[config.mk]
export PLATFORM = sky130hd
export DESIGN_NAME = unary_add_seq_ctrl
export DESIGN_NICKNAME = d
export VERILOG_FILES = /design/src/rtl/unary_add_seq_ctrl.sv
export SDC_FILE = /design/constraint.sdc
export NUM_CORES = 1
export LEC_CHECK = 0
export ABC_AREA = 1
export CAP_MARGIN = 5
export CORE_MARGIN = 4
export CORE_UTILIZATION = 50
export CTS_CLUSTER_SIZE = 14
export DETAILED_ROUTE_END_ITERATION = 16
export PLACE_DENSITY_LB_ADDON = 0.08
export SYNTH_ARGS = -nofsm -noshare
export SYNTH_HDL_FRONTEND = slang
export SYNTH_SLANG_ARGS = --single-unit
[constraint.sdc]
create_clock -name clk -period 2.1 [get_ports clk]
set_input_delay 0.42 -clock clk [delete_from_list [all_inputs] [get_ports clk]]
set_output_delay 0.42 -clock clk [all_outputs]
set_load 0.05 [all_outputs]
[src/rtl/unary_add_seq_ctrl.sv]
// Round-robin sequencer for a mod-MOD unary pulse adder: streams a granted operand
// pair as pulses, drains the resulting digit back and returns it as sum/carry.
module unary_add_seq_ctrl #(
    parameter int  N_REQ = 2,
    parameter int  W     = 3,
    parameter int  MOD   = 6,
    localparam int IW    = $clog2(N_REQ)
) (
    input  logic               clk,
    input  logic               rst_n,
    input  logic [N_REQ-1:0]   req_valid,
    input  logic [N_REQ*W-1:0] req_a,
    input  logic [N_REQ*W-1:0] req_b,
    output logic [N_REQ-1:0]   req_ready,
    output logic               rsp_valid,
    input  logic               rsp_ready,
    output logic [IW-1:0]      rsp_id,
    output logic [W-1:0]       rsp_sum,
    output logic               rsp_carry,
    output logic               rsp_err,
    output logic               add_en,
    output logic               add_rw,
    output logic               add_a,
    output logic               add_b,
    input  logic               add_dout,
    input  logic               add_c
);

    localparam int            DW        = $clog2(MOD + 3);
    localparam logic [W:0]    MOD_V     = (W + 1)'(MOD);
    localparam logic [DW-1:0] DRAIN_TWO = DW'(2);
    localparam logic [DW-1:0] DRAIN_MAX = DW'(MOD + 2);

    typedef enum logic [2:0] {IDLE, FEED, TAIL, DRAIN, RESP} state_t;

    state_t        state_q, state_d;
    logic [IW-1:0] rr_q, rr_d;
    logic [W-1:0]  a_q, a_d, b_q, b_d;
    logic [IW-1:0] id_q, id_d;
    logic [W-1:0]  beat_q, beat_d;
    logic [DW-1:0] drain_q, drain_d;
    logic [W-1:0]  cnt_q, cnt_d;
    logic          carry_q, carry_d;
    logic          prev_read_q;

    logic [N_REQ-1:0] ready_d;
    logic             en_d, rw_d, pa_d, pb_d;
    logic             rsp_valid_d, rsp_carry_d, rsp_err_d;
    logic [IW-1:0]    rsp_id_d;
    logic [W-1:0]     rsp_sum_d;

    logic          found;
    logic [IW-1:0] gnt_idx;
    logic [W-1:0]  gnt_a, gnt_b;
    logic          gnt_bad;
    logic [W:0]    sum_full, exp_sum;
    logic          exp_carry;
    logic [W-1:0]  max_ab, beat_nx;

    // First valid requester at or after the round-robin pointer.
    always_comb begin
        found   = 1'b0;
        gnt_idx = '0;
        for (int k = 0; k < N_REQ; k++) begin
            if (!found && req_valid[(int'(rr_q) + k) % N_REQ]) begin
                found   = 1'b1;
                gnt_idx = IW'((int'(rr_q) + k) % N_REQ);
            end
        end
    end

    assign gnt_a   = req_a[int'(gnt_idx)*W +: W];
    assign gnt_b   = req_b[int'(gnt_idx)*W +: W];
    assign gnt_bad = ({1'b0, gnt_a} >= MOD_V) || ({1'b0, gnt_b} >= MOD_V);

    assign sum_full  = {1'b0, a_q} + {1'b0, b_q};
    assign exp_carry = (sum_full >= MOD_V);
    assign exp_sum   = exp_carry ? (sum_full - MOD_V) : sum_full;
    assign max_ab    = (a_q > b_q) ? a_q : b_q;
    assign beat_nx   = beat_q + 1'b1;

    always_comb begin
        // NOTE: every signal gets a default first so no path through the case infers a latch.
        state_d     = state_q;
        rr_d        = rr_q;
        a_d         = a_q;
        b_d         = b_q;
        id_d        = id_q;
        beat_d      = beat_q;
        drain_d     = drain_q;
        cnt_d       = cnt_q;
        carry_d     = carry_q | (prev_read_q & add_c);
        ready_d     = '0;
        en_d        = 1'b0;
        rw_d        = 1'b0;
        pa_d        = 1'b0;
        pb_d        = 1'b0;
        rsp_valid_d = rsp_valid;
        rsp_id_d    = rsp_id;
        rsp_sum_d   = rsp_sum;
        rsp_carry_d = rsp_carry;
        rsp_err_d   = rsp_err;

        unique case (state_q)
            IDLE: begin
                if (found && !rsp_valid) begin
                    ready_d[gnt_idx] = 1'b1;
                    a_d     = gnt_a;
                    b_d     = gnt_b;
                    id_d    = gnt_idx;
                    rr_d    = (gnt_idx == IW'(N_REQ - 1)) ? '0 : gnt_idx + 1'b1;
                    beat_d  = '0;
                    drain_d = '0;
                    cnt_d   = '0;
                    carry_d = 1'b0;
                    if (gnt_bad) begin
                        state_d     = RESP;
                        rsp_valid_d = 1'b1;
                        rsp_id_d    = gnt_idx;
                        rsp_sum_d   = '0;
                        rsp_carry_d = 1'b0;
                        rsp_err_d   = 1'b1;
                    end else if (gnt_a != '0 || gnt_b != '0) begin
                        state_d = FEED;
                        en_d    = 1'b1;
                        pa_d    = (gnt_a != '0);
                        pb_d    = (gnt_b != '0);
                    end else begin
                        state_d = TAIL;
                    end
                end
            end
            FEED: begin
                if (beat_nx < max_ab) begin
                    beat_d = beat_nx;
                    en_d   = 1'b1;
                    pa_d   = (beat_nx < a_q);
                    pb_d   = (beat_nx < b_q);
                end else begin
                    state_d = TAIL;
                end
            end
            TAIL: begin
                state_d = DRAIN;
                drain_d = DW'(1);
                en_d    = 1'b1;
                rw_d    = 1'b1;
            end
            DRAIN: begin
                // A drain pulse trails its write beat by one cycle, so the first cycle is never judged.
                if (drain_q >= DRAIN_TWO && !add_dout) begin
                    state_d     = RESP;
                    rsp_valid_d = 1'b1;
                    rsp_id_d    = id_q;
                    rsp_sum_d   = cnt_q;
                    rsp_carry_d = carry_q;
                    rsp_err_d   = ({1'b0, cnt_q} != exp_sum) || (carry_q != exp_carry);
                end else if (drain_q >= DRAIN_MAX) begin
                    state_d     = RESP;
                    rsp_valid_d = 1'b1;
                    rsp_id_d    = id_q;
                    rsp_sum_d   = cnt_q;
                    rsp_carry_d = carry_q;
                    rsp_err_d   = 1'b1;
                end else begin
                    if (drain_q >= DRAIN_TWO) cnt_d = cnt_q + 1'b1;
                    drain_d = drain_q + 1'b1;
                    en_d    = 1'b1;
                    rw_d    = 1'b1;
                end
            end
            RESP: begin
                if (rsp_ready) begin
                    rsp_valid_d = 1'b0;
                    state_d     = IDLE;
                end
            end
            default: state_d = IDLE;
        endcase
    end

    always_ff @(posedge clk or negedge rst_n) begin
        if (!rst_n) begin
            state_q     <= IDLE;
            rr_q        <= '0;
            a_q         <= '0;
            b_q         <= '0;
            id_q        <= '0;
            beat_q      <= '0;
            drain_q     <= '0;
            cnt_q       <= '0;
            carry_q     <= 1'b0;
            prev_read_q <= 1'b0;
            req_ready   <= '0;
            add_en      <= 1'b0;
            add_rw      <= 1'b0;
            add_a       <= 1'b0;
            add_b       <= 1'b0;
            rsp_valid   <= 1'b0;
            rsp_id      <= '0;
            rsp_sum     <= '0;
            rsp_carry   <= 1'b0;
            rsp_err     <= 1'b0;
        end else begin
            // NOTE: non-blocking assignments so every register samples pre-edge values.
            state_q     <= state_d;
            rr_q        <= rr_d;
            a_q         <= a_d;
            b_q         <= b_d;
            id_q        <= id_d;
            beat_q      <= beat_d;
            drain_q     <= drain_d;
            cnt_q       <= cnt_d;
            carry_q     <= carry_d;
            prev_read_q <= add_en & ~add_rw;
            req_ready   <= ready_d;
            add_en      <= en_d;
            add_rw      <= rw_d;
            add_a       <= pa_d;
            add_b       <= pb_d;
            rsp_valid   <= rsp_valid_d;
            rsp_id      <= rsp_id_d;
            rsp_sum     <= rsp_sum_d;
            rsp_carry   <= rsp_carry_d;
            rsp_err     <= rsp_err_d;
        end
    end

endmodule

### After elaboration in Yosys (flattened, before gate mapping)

Cells that the tools add are included.

| operators by class | value |
|---|---|
| add/subtract/negate cells | 7 |
| multiply operators | 1 |
| order comparisons | 13 |
| equality and inequality tests | 15 |
| shifts and indexed selects | 2 |
| mux-type cells | 78 |
| bitwise gates (word level) | 5 |
| reduce and logical (&&, ||, !) cells | 24 |

Operator list:

| cell | number |
|---|---|
| $mux W3 | 16 |
| $mux W1 | 41 |
| $shiftx A6 B32 Y3 | 1 |
| $pmux W3 S2 | 3 |
| $mux W4 | 4 |
| $ne A2 B2 Y1 const B | 8 |
| $pmux W3 S5 | 1 |
| $pmux W1 S2 | 6 |
| $pmux W4 S3 | 1 |
| $reduce_and A4 Y1 | 3 |
| $reduce_bool A3 Y1 | 4 |
| $reduce_and A5 Y1 | 2 |
| $lt A3 B3 Y1 | 3 |
| $add A3 B1 Y3 const B | 2 |
| $eq A3 B2 Y1 const B | 2 |
| $ge A3 B3 Y1 const B | 2 |
| $mux W2 | 3 |
| $shiftx A6 B4 Y3 | 1 |
| $add A3 B3 Y4 | 1 |
| $add A4 B1 Y4 const B | 1 |
| $ge A4 B2 Y1 const B | 1 |
| $ge A4 B3 Y1 const B | 1 |
| $ge A4 B4 Y1 const B | 1 |
| $logic_and A1 B1 Y1 | 4 |
| 25 further kinds | 33 |

| storage, ports and cells | value |
|---|---|
| register bits | 36 |
| input port bits | 19 |
| output and inout bits | 13 |

### Longest topological paths before layout

Gate-level depths: netlist (run 1).

| depth | value |
|---|---|
| depth after elaboration | 15 |
| gate-level depth with buffers | 17 |
| mapped depth without buffers | 17 |

### Worst setup path before layout (run 1)

Ideal clock, no wire load.

| timing path | value |
|---|---|
| path kind | reg-to-reg |
| start | reg a_q[2] |
| end | reg beat_q[0] |
| library setup time | 0.065 ns |
| arrival | 1.981 ns |
| required time | 2.035 ns |
| path slack | 0.054 ns |
| stages on the path, launching flop included | 11 |
| period minus slack after synthesis | 2.046 ns |
| cells stage by stage | dfrtp_1 > ha_1 > a21oi_1 > nand2_1 > nand2_1 > o21ai_0 > ha_1 > a21oi_1 > nand3_2 > or2_1 > nand2_1 |

| between the ends | value |
|---|---|
| longest elaborated chain between the ends | 5 |

Ends and longest elaborated chain:

| what | RTL line | source |
|---|---|---|
| start, declared | 38 | `logic [W-1:0] a_q, a_d, b_q, b_d;` |
| start signal, assigned | 186 | `a_q <= '0;` |
| start signal, assigned | 208 | `a_q <= a_d;` |
| $gt A3 B3 Y1 | 79 | `assign max_ab = (a_q > b_q) ? a_q : b_q;` |
| $mux W3 (*) | 79 |  |
| $lt A3 B3 Y1 (*) | 134 | `if (beat_nx < max_ab) begin` |
| $ne A2 B2 Y1 (no source line) (*) | - |  |
| $reduce_and A3 Y1 (no source line) (*) | - |  |
| end signal, assigned | 211 | `beat_q <= beat_d;` |
| end, declared | 40 | `logic [W-1:0] beat_q, beat_d;` |

Every way passes the cells marked *; elsewhere a longest branch is shown, timed or not.
A chain may end at the register's enable or synchronous reset.

### Worst setup path in the final report (run 1)

Ends and elaborated chain as after synthesis.

==> results of run 1 <==
## placed cells by master, fill, tap and decap left out, drive strengths merged
master and n:
nand2 95, clkinv 1, clkdlybuf4s50 30, xor2 2
ha 17, o21ai 22, nor3 2, dfrtp 36
a21oi 14, o21a 3, clkbuf 6, o31ai 2
nor2 21, or3b 1, nand3 24, nand4 3
bufinv 1, fa 1, or2 2, inv 40
xnor2 1, buf 20, o211ai 1, o21bai 1
nand3b 3
## worst reg2reg max path, cell delays in order, from the launching register on
cell     delay, ns
dfrtp_1       0.42
ha_4          0.27
a21oi_2       0.14
nand2_2       0.08
nand2_2       0.09
nand2_1       0.05
o21ai_1       0.08
ha_1          0.25
nand2_1       0.08
a21oi_2       0.04
nand2_2       0.09
nand3_4       0.11
or2_1         0.26
nand2_1       0.06
## metrics by stage
| stage | utilization | cell area (um2) | setup TNS (ns) | total power [mW] |
|---|---|---|---|---|
| 6_report | 0.680 | 3020 | 0 | 1.75 |
| 5_1_grt | 0.680 | 3020 | -0.372 | 1.86 |
| 4_1_cts | 0.660 | 2930 | -0.0182 | 1.71 |
| 3_5_place_dp | 0.631 | 2800 | -0.139 | 1.09 |
| 3_3_place_gp | 0.631 | 2800 | -0.00413 | 1.08 |
| 2_1_floorplan | - | 2340 | 0 | 0.955 |
## worst paths after layout
path | startpoint | cells after the start | slack [ns] | end
min reg2reg | add_rw$_DFF_PN0_ | 1 | 0.45 | prev_read_q$_DFF_PN0_
min | rst_n | 2 | 0.16 | beat_q[1]$_DFFE_PN0P_
max reg2reg | a_q[2]$_DFFE_PN0P_ | 13 | 0.03 | beat_q[0]$_DFFE_PN0P_
min in group clk | add_rw$_DFF_PN0_ | 1 | 0.45 | prev_read_q$_DFF_PN0_
max in group asynchronous | rst_n | 2 | 1.57 | a_q[1]$_DFFE_PN0P_
max | a_q[2]$_DFFE_PN0P_ | 13 | 0.03 | beat_q[0]$_DFFE_PN0P_
## power by group
part           leakage (nW)  total, mW  internal [mW]  switching (mW)
registers             0.412      0.722          0.708          0.0141
logic                  1.07      0.436          0.199           0.237
clock network        0.0552      0.596          0.352           0.244
total                  1.54       1.75           1.26           0.495
## routing by layer
layer | routed length (um) | part of all wire
met5 | 0 | 0
met2 | 2410 | 0.46
met3 | 282 | 0.054
met1 | 2410 | 0.46
met4 | 102 | 0.020
## state kept, by name (all words and copies together), names as in the netlist
register	flops
rsp_id	1
rr_q	1
rsp_carry	1
rsp_sum	3
beat_q	3
add_a	1
drain_q	4
rsp_err	1
carry_q	1
cnt_q	3
a_q	3
id_q	1
add_rw	1
b_q	3
state_q	3
prev_read_q	1
req_ready	2
rsp_valid	1
add_b	1
add_en	1
## cells by family (layout without fill, tap and decap cells)
kind of cell | Yosys count | in the layout | share of synthesized area
AOI/OAI and AO/OA | 43 | 43 | 0.111
and+or+nand+nor | 151 | 151 | 0.313
DFF | 36 | 36 | 0.385
xor gates and xnor gates | 3 | 3 | 0.0112
adders and majority gates | 18 | 18 | 0.0994
buffers and inverters | 43 | 98 | 0.0807
## final cells by class
type / count / area [um2]
repair buffers: 50 / 448
clock buffers: 6 / 72.6
well taps: 52 / 65.1
fillers: 367 / 1420
inverters: 40 / 153
multi-input cells: 215 / 1350
flip-flops and latches: 36 / 903
clock inverters: 2 / 35.0
## repair_timing
| item | CTS | global route |
|---|---|---|
| pin swaps | 2 | 12 |
| gates resized for setup | 5 | 22 |
| setup buffers | 0 | 2 |
| endpoints found under the setup margin | 6 | 9 |
| cloned | 0 | 0 |
| hold endpoints to repair | 0 | 0 |
==> out/results.ini, run 1 <==
[critical_path]
endpoint_kind=register
criticalPathCategory=reg2reg
cp_slowest_stage_delay_ns=0.42
cp-start-kind=register
cp_max_fo=7
critPathSlowestCell=dfrtp_1
crit_arrival_ns=2.29
path_cells=ha_4 > a21oi_2 > nand2_2 > nand2_2 > nand2_1 > o21ai_1 > ha_1 > nand2_1 > a21oi_2 > nand2_2 > nand3_4 > or2_1 > nand2_1
critical_path_buf_inv_count=0
worstPathRequired_ns=2.33
path_delay_family=simple AND/OR/NAND/NOR gates

[sta]
tightestPinTransition_ns=0.660
timing.hold.ws_ns=0.165
hold_violations=0
setup_violations=0
drv_slew=0
fmax_mhz=484
layout_setup_ws_ns=0.0344
rsz0062_at_grt=true
fin_crit_sh=0.984
fin_crit_ns=2.07
slew_headroom=0.557
fin_worst_skew_ns=0.00867

[routing]
wirelength_mm=5.21
num_vias=2063
routedWlPerCell_um=13.0
firstDrtPassIters=4
vias_per_cell=5.14
drtIter0Drc=83
antenna_left=0
drc=0

[synthesis]
ys_warn_count=0
synth_cells=294
synthFlopType=dfrtp_1
synthTopCellsByCount=nand2_1 (76), dfrtp_1 (36), inv_1 (36), nand3_1 (21), nand2_2 (18)
ys_types=36
synth_edf_count=0
netlist.area_leader.share=0.385
yosys.area.top_type=dfrtp_1
ys_ff_latch=36
ys_seq_area_frac=0.385
synthTopCellsByArea=dfrtp_1 (38%), nand2_1 (12%), ha_1 (9.1%)
ys_async_sr_fraction=1.00
syn_area_um2=2340
synth.avg_cell_area_um2=7.97
synth_most_common_cell=nand2_1
synth.net_count=331

[layout]
fin_cells=401
final_nets=385
syn_to_final_growth_pct=29.1
drive_above_1_share=0.261
diodes=0

[worst_hold_path]
hp-class=in2async

[placement]
place_ws_ns=-0.0951
globalplace.congestion=0.868
dp_cells=391
dp_hpwl_mm=3.90
portBuffers=31

[global_route]
grt_pass1_vias=1989
antenna_found_initial=0
gr-usage-met1=0.225
use_met3=0.0366
grt.total_usage=0.179
grt_pass1_wl_mm=8.58
top_usage_layer=met2
grt_start_max_net_pins=37
use_met2=0.303
overflow=0

[power]
peakVddDrop_mv=0.318
p_leak_nw=1.54
powerDensity_nw_per_um2=580

[die]
fp.dieW_um=76.4
rows=24
boundaryPins=32
fp.dieH_um=76.4
start_util=0.527
die_area_um2=5840
coreArea_um2=4440

[clocking]
cts_tree=yes
cts.path.max_buffers=2
clk_latency_ns=0.29
cts.htree.levels=2
numClockSinks=36
cts_root_buf=clkbuf_8
cts_hold_buf=0
cts-buffers-inserted=5
cts.clk_slew.worst_paths_ns=0.07

[flow_run]
drv_cap=0

[outcome]
outcome=completed

Power figures use the tool's default switching activity.
==> inputs of run 2 (changes only) <==
--- a/config.mk
+++ b/config.mk
@@ -7,7 +7,6 @@
 export LEC_CHECK = 0
 export ABC_AREA = 1
 export CAP_MARGIN = 5
-export CORE_MARGIN = 4
 export CORE_UTILIZATION = 50
 export CTS_CLUSTER_SIZE = 14
 export DETAILED_ROUTE_END_ITERATION = 16
==> run 2 against run 1 <==
Compared with the run above:
- design area about the same
- clock skew up 0.00099 ns
- utilization up 0.41 points
- maximum frequency about the same
- worst setup slack better by 0.00073 ns
- routed wire length down 6.3%
- power down 5.2%
- count of clock-buffer cells in the layout down 1
- global-route usage up 3.9 points
- flip-flop and latch count unchanged
- sequential power about the same
- via count down 0.68%
==> out/results.ini, run 2 (same netlist as run 1, synthesis figures left out) <==
[clocking]
clk_latency_ns=0.29  ; about the same
cts.clk_slew.worst_paths_ns=0.07  ; about the same
cts-buffers-inserted=5  ; unchanged
cts_tree=yes  ; unchanged
cts.path.max_buffers=2  ; unchanged
numClockSinks=36  ; unchanged
cts.htree.levels=2  ; unchanged
cts_root_buf=clkbuf_8  ; unchanged

[layout]
regMostFlops=drain_q  ; unchanged
syn_to_final_growth_pct=29.0  ; was 29.1%
nFillCells=381  ; was 367
drive_above_1_share=0.274  ; was 0.261
multi_input_area_um2=1360  ; was 1350 um2
layout_common_cells=nand2_1 (68), dfrtp_1 (34), inv_1 (30), clkdlybuf4s50_1 (30), nand2_2 (26)  ; was nand2_1 (70), dfrtp_1 (34), inv_1 (30), clkdlybuf4s50_1 (30), nand2_2 (24)
final_area_um2=3020  ; about the same
diodes=0  ; unchanged
finish.utilization=0.684  ; was 0.680
final_nets=386  ; was 385
final_common_cell=nand2_1  ; unchanged
regArea_um2=903  ; unchanged
fin_cells=402  ; was 401
largest_reg_flops=4  ; unchanged

[die]
fp.dieW_um=70.4  ; was 76.4 um
rows=24  ; unchanged
coreArea_um2=4410  ; was 4440 um2
boundaryPins=32  ; unchanged
fp.dieH_um=70.4  ; was 76.4 um
die_area_um2=4960  ; was 5840 um2
start_util=0.531  ; was 0.527

[placement]
globalplace.congestion=0.828  ; was 0.868
dp_hpwl_mm=3.66  ; was 3.90 mm
portBuffers=31  ; unchanged
dpl_cell_area_um2=2780  ; was 2800 um2
dp_cells=388  ; was 391

[global_route]
overflow=0  ; unchanged
grt_pass1_wl_mm=8.41  ; was 8.58 mm
antenna_found_initial=0  ; unchanged
grt_pass1_vias=1939  ; was 1989
grt.total_usage=0.219  ; was 0.179
grt_start_max_net_pins=37  ; unchanged

[critical_path]
worstPathRequired_ns=2.33  ; about the same
endpoint_kind=register  ; unchanged
rr_worst_depth=13  ; unchanged
cp-start-kind=register  ; unchanged
path_cells=inv_1 > ha_4 > nand3_1 > nand2_2 > nand2_1 > o21ai_1 > ha_1 > nand2_1 > a21oi_2 > nand2_2 > nand3_4 > or2_1 > nand2_1  ; was ha_4 > a21oi_2 > nand2_2 > nand2_2 > nand2_1 > o21ai_1 > ha_1 > nand2_1 > a21oi_2 > nand2_2 > nand3_4 > or2_1 > nand2_1
cpMostUsedCell=nand2_1
reg2reg_to=beat_q[0]$_DFFE_PN0P_  ; unchanged
cp_max_fo=7  ; unchanged
criticalPathCategory=reg2reg  ; unchanged
cp_slowest_stage_delay_ns=0.44  ; was 0.42 ns
r2r_slack_ns=0.04  ; was 0.03 ns
crit_arrival_ns=2.29  ; about the same
reg2reg_from=a_q[0]$_DFFE_PN0P_  ; was a_q[2]$_DFFE_PN0P_
critPathSlowestCell=dfrtp_1  ; unchanged

[routing]
num_vias=2049  ; was 2063
vias_per_cell=5.10  ; was 5.14
firstDrtPassIters=4  ; unchanged
antenna_left=0  ; unchanged
wirelength_mm=4.88  ; was 5.21 mm
routedWlPerCell_um=12.1  ; was 13.0 um
drc=0  ; unchanged
drtIter0Drc=71  ; was 83

[power]
powerDensity_nw_per_um2=551  ; was 580 nW/um2
peakVddDrop_mv=0.283  ; was 0.318 mV
fin_total_pwr_mw=1.66  ; was 1.75 mW
p_leak_nw=1.53  ; was 1.54 nW

[worst_hold_path]
hp-class=in2async  ; unchanged

[sta]
tightestPinTransition_ns=0.715  ; was 0.660 ns
tns_ns=0  ; unchanged
fin_worst_skew_ns=0.00966  ; was 0.00867 ns
drv_slew=0  ; unchanged
fin_crit_ns=2.06  ; was 2.07 ns
slew_headroom=0.519  ; was 0.557
rsz0062_at_grt=true  ; unchanged
fmax_mhz=484  ; about the same
fin_crit_sh=0.983  ; was 0.984
hold_violations=0  ; unchanged
setup_violations=0  ; unchanged

[outcome]
outcome=completed  ; unchanged

[flow_run]
drv_cap=0  ; unchanged

[run 2: changes by cell type in the layout (fill, tap and decap cells not counted)]
| cell | delta |
|---|---|
| clkbuf_1 | -1 |
| clkinv_4 | +1 |
| bufinv_16 | -1 |
| nand2_2 | +2 |
| nand3_2 | +1 |
| clkinv_2 | +1 |
| nand3_1 | -1 |
| buf_4 | +1 |
| nand2_1 | -2 |
[run 2: area by class of cell]
class | count | share of cell area
flip-flops and latches | 36 | 0.299
well taps | 52 | 0.0215
multi-input cells | 215 | 0.449
clock buffers | 5 | 0.0228
inverters | 40 | 0.0505
clock inverters | 3 | 0.00621
repair buffers | 51 | 0.151
[run 2: stage by stage]
stage | setup slack [ns] | hold WS (ns)
2_1_floorplan | 0.0537 | 0.124
3_3_place_gp | -0.00574 | 0.428
3_5_place_dp | -0.0656 | 0.428
4_1_cts | 0.000340 | 0.172
5_1_grt | -0.0744 | 0.210
6_report | 0.0352 | 0.161
[run 2: worst max-delay path by stage]
stage,slack (ns),to,from
5_1_grt,-0.07,beat_q[0]$_DFFE_PN0P_,b_q[2]$_DFFE_PN0P_
3_5_place_dp,-0.07,beat_q[0]$_DFFE_PN0P_,a_q[2]$_DFFE_PN0P_
6_report,0.04,beat_q[0]$_DFFE_PN0P_,a_q[0]$_DFFE_PN0P_
4_1_cts,0.0003,beat_q[0]$_DFFE_PN0P_,a_q[1]$_DFFE_PN0P_
3_3_place_gp,-0.006,beat_q[0]$_DFFE_PN0P_,a_q[2]$_DFFE_PN0P_
2_1_floorplan,0.05,beat_q[0]$_DFFE_PN0P_,a_q[2]$_DFFE_PN0P_
[run 2: metal layers]
layer,routed length (um),GRT usage
met1,2300,0.285
met2,2270,0.344
met3,205,0.0462
met4,102,0.107
met5,0,0
[run 2: repair_timing]
item / 4_1_cts / 5_1_grt
resized for setup: 6 / 24
endpoints found under the setup margin: 4 / 9
hold buffers: 0 / 0
buffers inserted: 0 / 6
pin swaps: 1 / 21
[run 2: worst max-delay path: cells and delay by family (launching register included)]
kind | cells | cell delay (ns)
AOI/OAI and AO/OA | 2 | 0.12
and+or+nand+nor | 8 | 0.82
buffers and inverters | 1 | 0.11
adders and majority gates | 2 | 0.52
DFF | 1 | 0.44
[run 2: where the power goes]
part	internal [mW]	switching, mW
clock	0.231	0.258
combinational	0.215	0.236
sequential	0.708	0.0153
total	1.15	0.509
